`config.mk`:
```
export PLATFORM = sky130hd
export DESIGN_NAME = multicycle_main_fsm
export DESIGN_NICKNAME = d
export VERILOG_FILES = /design/src/rtl/multicycle_main_fsm.sv
export SDC_FILE = /design/constraint.sdc
export NUM_CORES = 1
export LEC_CHECK = 0
export CAP_MARGIN = 20
export CORE_MARGIN = 5
export CORE_UTILIZATION = 48
export DETAILED_ROUTE_END_ITERATION = 10
export GPL_TIMING_DRIVEN = 0
export PLACE_DENSITY = 0.8
export SYNTH_ARGS = -nofsm -noshare
export SYNTH_HDL_FRONTEND = slang
export SYNTH_SLANG_ARGS = --single-unit
```
`constraint.sdc`:
```
create_clock -name clk -period 2.5 [get_ports clk]
set_input_delay 0.25 -clock clk [delete_from_list [all_inputs] [get_ports clk]]
set_output_delay 0.25 -clock clk [all_outputs]
set_load 0.005 [all_outputs]
```
`src/rtl/multicycle_main_fsm.sv`:
```
// Main control FSM of the multi-cycle RV32I core.
// Define ILLEGAL_TRAP_EN to trap on unknown opcodes.
module multicycle_main_fsm #(
  parameter int INSTRET_W = 32
) (
  input  logic                 clk,
  input  logic                 rst,
  input  logic [6:0]           opcode,
  input  logic [2:0]           f3,
  input  logic                 zero,
  input  logic                 mem_ready,
  output logic                 adr_src,
  output logic                 mem_write,
  output logic                 ir_write,
  output logic                 old_pc_write,
  output logic                 pc_write,
  output logic [2:0]           imm_src,
  output logic [1:0]           alu_src_a,
  output logic [1:0]           alu_src_b,
  output logic [1:0]           alu_op,
  output logic [1:0]           result_src,
  output logic                 reg_write,
  output logic                 instr_done,
`ifdef ILLEGAL_TRAP_EN
  output logic                 illegal_op,
`endif
  output logic [INSTRET_W-1:0] instret
);

  localparam logic [6:0] OP_LOAD  = 7'b0000011;
  localparam logic [6:0] OP_STORE = 7'b0100011;
  localparam logic [6:0] OP_R     = 7'b0110011;
  localparam logic [6:0] OP_I     = 7'b0010011;
  localparam logic [6:0] OP_JAL   = 7'b1101111;
  localparam logic [6:0] OP_JALR  = 7'b1100111;
  localparam logic [6:0] OP_BR    = 7'b1100011;
  localparam logic [6:0] OP_LUI   = 7'b0110111;

  typedef enum logic [3:0] {
    FETCH, DECODE, MEM_ADR, MEM_READ,
    MEM_WB, MEM_WRITE, EXEC_R, EXEC_I,
    LUI, ALU_WB, JAL, EXEC_JALR,
    JALR_PC, BRANCH, TRAP
  } state_e;

  state_e                 state_q, state_d;
  logic [INSTRET_W-1:0]   instret_q, instret_d;
  logic                   taken;

  always_comb begin
    unique case (f3)
      3'b000:  taken = zero;
      3'b001:  taken = ~zero;
      3'b100:  taken = ~zero;
      3'b101:  taken = zero;
      default: taken = 1'b0;
    endcase
  end

  always_comb begin
    case (opcode)
      OP_STORE: imm_src = 3'b001;
      OP_BR:    imm_src = 3'b010;
      OP_JAL:   imm_src = 3'b011;
      OP_LUI:   imm_src = 3'b100;
      default:  imm_src = 3'b000;
    endcase
  end

  always_comb begin
    state_d      = state_q;
    adr_src      = 1'b0;
    mem_write    = 1'b0;
    ir_write     = 1'b0;
    old_pc_write = 1'b0;
    pc_write     = 1'b0;
    alu_src_a    = 2'b00;
    alu_src_b    = 2'b00;
    alu_op       = 2'b00;
    result_src   = 2'b00;
    reg_write    = 1'b0;
    instr_done   = 1'b0;
    case (state_q)
      FETCH: begin
        alu_src_b    = 2'b10;
        result_src   = 2'b10;
        pc_write     = mem_ready;
        ir_write     = mem_ready;
        old_pc_write = mem_ready;
        if (mem_ready) state_d = DECODE;
      end
      DECODE: begin
        alu_src_a = 2'b01;
        alu_src_b = 2'b01;
        case (opcode)
          OP_LOAD, OP_STORE: state_d = MEM_ADR;
          OP_R:              state_d = EXEC_R;
          OP_I:              state_d = EXEC_I;
          OP_JAL:            state_d = JAL;
          OP_JALR:           state_d = EXEC_JALR;
          OP_BR:             state_d = BRANCH;
          OP_LUI:            state_d = LUI;
`ifdef ILLEGAL_TRAP_EN
          default:           state_d = TRAP;
`else
          default:           state_d = FETCH;
`endif
        endcase
      end
      MEM_ADR: begin
        alu_src_a = 2'b10;
        alu_src_b = 2'b01;
        state_d   = (opcode == OP_LOAD) ? MEM_READ
                                        : MEM_WRITE;
      end
      MEM_READ: begin
        adr_src = 1'b1;
        if (mem_ready) state_d = MEM_WB;
      end
      MEM_WB: begin
        result_src = 2'b01;
        reg_write  = 1'b1;
        instr_done = 1'b1;
        state_d    = FETCH;
      end
      MEM_WRITE: begin
        adr_src    = 1'b1;
        mem_write  = 1'b1;
        instr_done = mem_ready;
        if (mem_ready) state_d = FETCH;
      end
      EXEC_R: begin
        alu_src_a = 2'b10;
        alu_op    = 2'b10;
        state_d   = ALU_WB;
      end
      EXEC_I: begin
        alu_src_a = 2'b10;
        alu_src_b = 2'b01;
        alu_op    = 2'b10;
        state_d   = ALU_WB;
      end
      LUI: begin
        alu_src_a = 2'b11;
        alu_src_b = 2'b01;
        state_d   = ALU_WB;
      end
      ALU_WB: begin
        reg_write  = 1'b1;
        instr_done = 1'b1;
        state_d    = FETCH;
      end
      // ALU recomputes old_pc+4 here for rd while PC takes ALUOut
      JAL, JALR_PC: begin
        alu_src_a = 2'b01;
        alu_src_b = 2'b10;
        pc_write  = 1'b1;
        state_d   = ALU_WB;
      end
      EXEC_JALR: begin
        alu_src_a = 2'b10;
        alu_src_b = 2'b01;
        state_d   = JALR_PC;
      end
      BRANCH: begin
        alu_src_a  = 2'b10;
        alu_op     = 2'b01;
        pc_write   = taken;
        instr_done = 1'b1;
        state_d    = FETCH;
      end
      TRAP:    state_d = TRAP;
      default: state_d = FETCH;
    endcase
  end

  always_comb begin
    instret_d = instret_q;
    if (instr_done) instret_d = instret_q + 1'b1;
  end

  always_ff @(posedge clk) begin
    if (rst) begin
      state_q   <= FETCH;
      instret_q <= '0;
    end else begin
      state_q   <= state_d;
      instret_q <= instret_d;
    end
  end

  assign instret = instret_q;
`ifdef ILLEGAL_TRAP_EN
  assign illegal_op = (state_q == TRAP);
`endif

endmodule

```
==> impl_metrics.json, run 1 <==
{
  "cp.required_ps": 2250,
  "slew_headroom_pct": 59.77,
  "powerDensity_mw_per_mm2": 348.8,
  "grt_max_degree": 11,
  "worst_pin_slew_ps": 603.4,
  "dpl-instance-area_sq_mm": 0.002997,
  "clkTransAtPathRegs_ps": 70,
  "crit_path_start_kind": "input pin",
  "cts_root_buffer": "clkbuf_8",
  "die_y_um": 79.35,
  "hold_path_class": "input pin to register",
  "vdd_drop_max_v": 0.0003693,
  "synthArstFlopShare_pct": 0,
  "synth_nets": 305,
  "pin_count": 64,
  "yosysSeqAreaShare_pct": 31.22,
  "grt_pass1_vias": 2169,
  "final_area_sq_mm": 0.003088,
  "avgSynthCellArea_sq_um": 7.960,
  "crit_path_end_kind": "primary output",
  "coreArea_sq_mm": 0.004692,
  "area_growth_pct": 33.77,
  "status": "finished clean",
  "synth_seq_cells": 36,
  "die_w_um": 79.35,
  "grt_first_pass_wirelength_um": 9742,
  "drt_pass1_iterations": 4,
  "grt_usage_pct": 18.70,
  "final_common_cell": "clkdlybuf4s50_1",
  "cts_tree": "built",
  "synth_flop_cell": "dfxtp_1",
  "yosysWarnings": 0,
  "die_area_sq_mm": 0.006296,
  "route.detailed.drc": 0,
  "period_minus_slack_ps": 2378,
  "synth_cell_types": 47,
  "placed_cells": 406,
  "syn_area_sq_mm": 0.002308,
  "rsz0062_at_grt": "false",
  "clock.fmax_mhz": 420.6,
  "routed_wl_um": 5633,
  "layout_common_cells": "clkdlybuf4s50_1, nor2_1, dfxtp_1",
  "ctsLongestPathBuffers": 2,
  "insertion_delay_ps": 280,
  "fin_crit_sh_pct": 95.10,
  "synth_edf_count": 0,
  "initial_core_util_pct": 49.20,
  "critPathKind": "input pin to primary output",
  "fin_cells": 412,
  "p_leak_nw": 0.9580,
  "first_iter_violations": 101,
  "worstPathMaxFanout": 10,
  "vias": 2289,
  "arrival_ps": 2130,
  "cts.sinks": 36,
  "slew_violations": 0,
  "antenna_found_initial": 0,
  "numCtsBuffers": 5,
  "fin_skew_ps": 2.899,
  "ant_nets": 0,
  "rows": 25,
  "portBuffers": 62,
  "drv_cap": 0,
  "finalHoldViolCount": 0,
  "post-dp-hpwl_um": 4334,
  "grt_overflow": 0,
  "wl_per_cell_um": 13.67,
  "nets": 373,
  "synthCells": 290,
  "setup_viol": 0,
  "cts_max_level": 2,
  "gp_congestion": 0.8913,
  "drive_above_1_share_pct": 9.777,
  "n_antenna_cell": 0,
  "vias_per_cell": 5.556
}
[synthesized netlist by cell type, drive strengths merged, types with 2 or more instances]
| cell | instances | area, sq um |
|---|---|---|
| a211oi | 3 | 22.52 |
| a21oi | 17 | 85.08 |
| a22o | 2 | 17.52 |
| and2 | 4 | 25.03 |
| and3 | 3 | 18.77 |
| and4 | 5 | 43.79 |
| buf | 9 | 77.56 |
| clkbuf | 16 | 60.06 |
| dfxtp | 36 | 720.7 |
| inv | 4 | 15.01 |
| nand2 | 21 | 78.83 |
| nand2b | 3 | 18.77 |
| nand3 | 8 | 40.04 |
| nand3b | 3 | 22.52 |
| nand4 | 9 | 56.30 |
| nor2 | 43 | 161.4 |
| nor2b | 9 | 63.81 |
| nor3 | 9 | 50.05 |
| nor3b | 3 | 22.52 |
| nor4 | 20 | 171.4 |
| nor4b | 5 | 50.04 |
| o21ai | 4 | 20.02 |
| o22ai | 3 | 18.77 |
| o32ai | 2 | 17.52 |
| or2 | 2 | 12.51 |
| or3 | 3 | 18.77 |
| xnor2 | 34 | 297.8 |
[per-layer routing]
| metal | up-vias | global-route usage (%) | wire [um] |
|---|---|---|---|
| li1 | 1155 | - | - |
| met5 | - | 0 | 0 |
| met4 | 0 | 4.983 | 60 |
| met2 | 53 | 33.08 | 2863 |
| met3 | 8 | 3.175 | 214 |
| met1 | 1073 | 23.34 | 2495 |
[final cells by class]
class	instances	area [sq um]
fill	409	1604
multi-input combinational	225	1446
sequential	36	721.9
timing repair buffer	62	620.6
buffer	24	138.9
clock buffer	6	72.57
tap	54	67.56
inverter	4	15.01
clock inverter	1	5.005
[flip-flops by register name, indices dropped and copies added (netlist names)]
| name | cells |
|---|---|
| instret | 32 |
| state_q | 4 |
[metrics by stage]
stage / total power (W) / TNS [ps] / utilization, % / worst slack, ps / hold WS, ps
CTS: 0.001087 / 0 / 65.68 / 4.065 / 481.3
global route: 0.001125 / 0 / 65.81 / 18.77 / 577.1
floorplan: 0.0006484 / 0 / - / 513.5 / 476.4
finish: 0.001077 / 0 / 65.81 / 122.4 / 484.0
detailed placement: 0.0007056 / -204.9 / 63.87 / -204.9 / 536.2
global placement: 0.0007033 / -187.6 / 63.87 / -187.6 / 519.4
[critical path, stage by stage]
cell	delay (ps)
clkdlybuf4s50_1	570
nand2b_1	160
a21oi_1	120
buf_2	230
nor3_4	250
clkdlybuf4s50_1	540
[timing repair]
action,CTS,global route
gates resized for setup,3,6
setup buffers,0,0
cloned,0,0
endpoints found under the setup margin,2,4
hold buffers,0,0
pin swaps,0,0
[cell families (layout without fill, tap and decap cells)]
| logic type | count (synthesis) | in the layout | share of synthesized area (%) |
|---|---|---|---|
| and+or+nand+nor | 153 | 153 | 38.43 |
| DFF | 36 | 36 | 31.22 |
| xor gates and xnor gates | 35 | 35 | 13.28 |
| AOI/OAI and AO/OA | 34 | 34 | 8.998 |
| buffers and inverters | 29 | 97 | 6.612 |
| muxes | 2 | 2 | 0.9214 |
| adders and majority gates | 1 | 1 | 0.5419 |
[final timing paths]
| kind | end | slack [ps] | depth (start not counted) | startpoint |
|---|---|---|---|---|
| worst min-delay path | state_q[3] | 480 | 5 | opcode[2] |
| worst min register to register | instret[30] | 550 | 2 | instret[30] |
| worst max register to register | instret[30] | 350 | 6 | instret[7] |
| worst max-delay path | instr_done | 120 | 6 | mem_ready |
[power breakdown]
| group | switching [W] | internal (W) |
|---|---|---|
| Clock | 0.000195 | 0.000189 |
| Sequential | 0.000000914 | 0.000575 |
| Combinational | 0.0000560 | 0.0000611 |
| Total | 0.000252 | 0.000825 |
Note: power is estimated with default switching activity, not from simulation.
==> inputs of run 2 (changes only) <==
SKIP_LAST_GASP = 1   (was unset)
==> impl_metrics.json, run 2 (same netlist as run 1, synthesis figures left out) <==
{
  "status": "finished clean",
  "rows": 25,
  "initial_core_util_pct": 49.20,
  "drive_above_1_share_pct": 9.497,
  "coreArea_sq_mm": 0.004692,
  "clock.fmax_mhz": 419.4,
  "area_growth_pct": 33.71,
  "cp.required_ps": 2250,
  "largest_reg_flops": 32,
  "vias": 2289,
  "grt_max_degree": 11,
  "critPathSlowestCell": "clkdlybuf4s50_1",
  "cp_top_family": "buffers and inverters",
  "cts.sinks": 36,
  "clkTransAtPathRegs_ps": 70,
  "grt_usage_pct": 18.70,
  "critPathKind": "register to primary output",
  "crit_buf_inv": 1,
  "grt_first_pass_wirelength_um": 9742,
  "first_iter_violations": 101,
  "die_y_um": 79.35,
  "wl_per_cell_um": 13.67,
  "crit_path_end_kind": "primary output",
  "period_minus_slack_ps": 2384,
  "fin_skew_ps": 2.899,
  "cts_tree": "built",
  "numCtsBuffers": 5,
  "nets": 373,
  "r2r_slack_ps": 350,
  "hold_path_class": "input pin to register",
  "slew_violations": 0,
  "worstPathCellList": "nor2b_1 -> or2_2 -> xnor2_1 -> o32ai_1 -> clkdlybuf4s50_1",
  "antenna_found_initial": 0,
  "fin_crit_sh_pct": 95.37,
  "grt_overflow": 0,
  "gp_congestion": 0.8913,
  "utilization_pct": 65.79,
  "routed_wl_um": 5633,
  "powerDensity_mw_per_mm2": 349.0,
  "portBuffers": 62,
  "ant_nets": 0,
  "dp_slack_ps": -204.9,
  "ctsLongestPathBuffers": 2,
  "insertion_delay_ps": 280,
  "n_antenna_cell": 0,
  "cts_max_level": 2,
  "rsz0062_at_grt": "true",
  "ctsHoldBuffers": 0,
  "holdWs_ps": 484.0,
  "final_common_cell": "clkdlybuf4s50_1",
  "finalHoldViolCount": 0,
  "vias_per_cell": 5.556,
  "cpPeakStageDelay_ps": 550,
  "r2r_cells": 6,
  "vdd_drop_max_v": 0.0003693,
  "r2r_start": "instret[7]",
  "whs_endpoint": "state_q[3]",
  "worstPathMaxFanout": 9,
  "die_w_um": 79.35,
  "whs_path_depth": 5,
  "cts_root_buffer": "clkbuf_8",
  "crit_start": "state_q[1]",
  "p_leak_nw": 0.9575,
  "layout_common_cells": "clkdlybuf4s50_1, nor2_1, dfxtp_1",
  "rr_endpoint": "instret[30]",
  "slew_headroom_pct": 59.77,
  "drt_pass1_iterations": 4,
  "pin_count": 64,
  "post-dp-hpwl_um": 4334,
  "worst_pin_slew_ps": 603.4,
  "setup_viol": 0,
  "die_area_sq_mm": 0.006296,
  "drv_cap": 0,
  "crit_path_start_kind": "register",
  "route.detailed.drc": 0,
  "grt_pass1_vias": 2169,
  "finalWorstSetupSlack_ps": 115.8,
  "arrival_ps": 2130,
  "hold_start": "opcode[2]"
}
[run 2: cell counts in the layout (fill, tap and decap cells not counted)]
Identical to the previous run, type by type.
[run 2: worst max-delay path by stage]
stage / endpoint / slack (ps) / depth (start not counted)
floorplan: instret[15] / 510 / 9
global placement: instr_done / -190 / 6
detailed placement: instr_done / -200 / 6
CTS: instr_done / 4 / 6
global route: pc_write / -20 / 6
finish: alu_src_b[0] / 120 / 5
[run 2: layer usage]
metal	global-route usage [%]	part of all wire, %	vias to the layer above
met1	23.34	44	1073
met3	3.175	3.8	8
met5	0	0	-
met4	4.983	1.1	0
li1	-	-	1155
met2	33.08	51	53
[run 2: power breakdown]
part / internal (W) / switching, W
Clock: 0.000189 / 0.000195
Combinational: 0.0000611 / 0.0000560
Sequential: 0.000575 / 0.000000914
Total: 0.000825 / 0.000252
[run 2: repair_timing]
item / 4_1_cts / 5_1_grt
endpoints found under the hold margin: 0 / 0
setup endpoints to repair: 2 / 4
resized for setup: 3 / 5
setup buffers: 0 / 0
pin swaps: 0 / 0
[run 2: stage by stage]
stage               std cells  total power (W)  cell area, sq um  setup TNS (ps)
finish                    412         0.001077              3087               0
global route              412         0.001125              3087          -16.84
CTS                       413         0.001087              3082               0
detailed placement        406        0.0007056              2997          -204.9
global placement          406        0.0007033              2997          -187.6
floorplan                 290        0.0006484              2308               0
[run 2: tightest hold or removal path: stages]
cell      delay, ps
clkbuf_1        170
nand2_1          90
o21ai_0          80
nand3b_1         80
a21oi_1          60
[run 2: layout make-up]
class / count / area (sq um)
Sequential cell: 36 / 720.7
Inverter: 4 / 15.01
Tap cell: 54 / 67.56
Clock inverter: 1 / 5.005
Buffer: 24 / 138.9
Clock buffer: 6 / 72.57
Fill cell: 409 / 1605
Timing Repair Buffer: 62 / 620.6
Multi-Input combinational cell: 225 / 1446
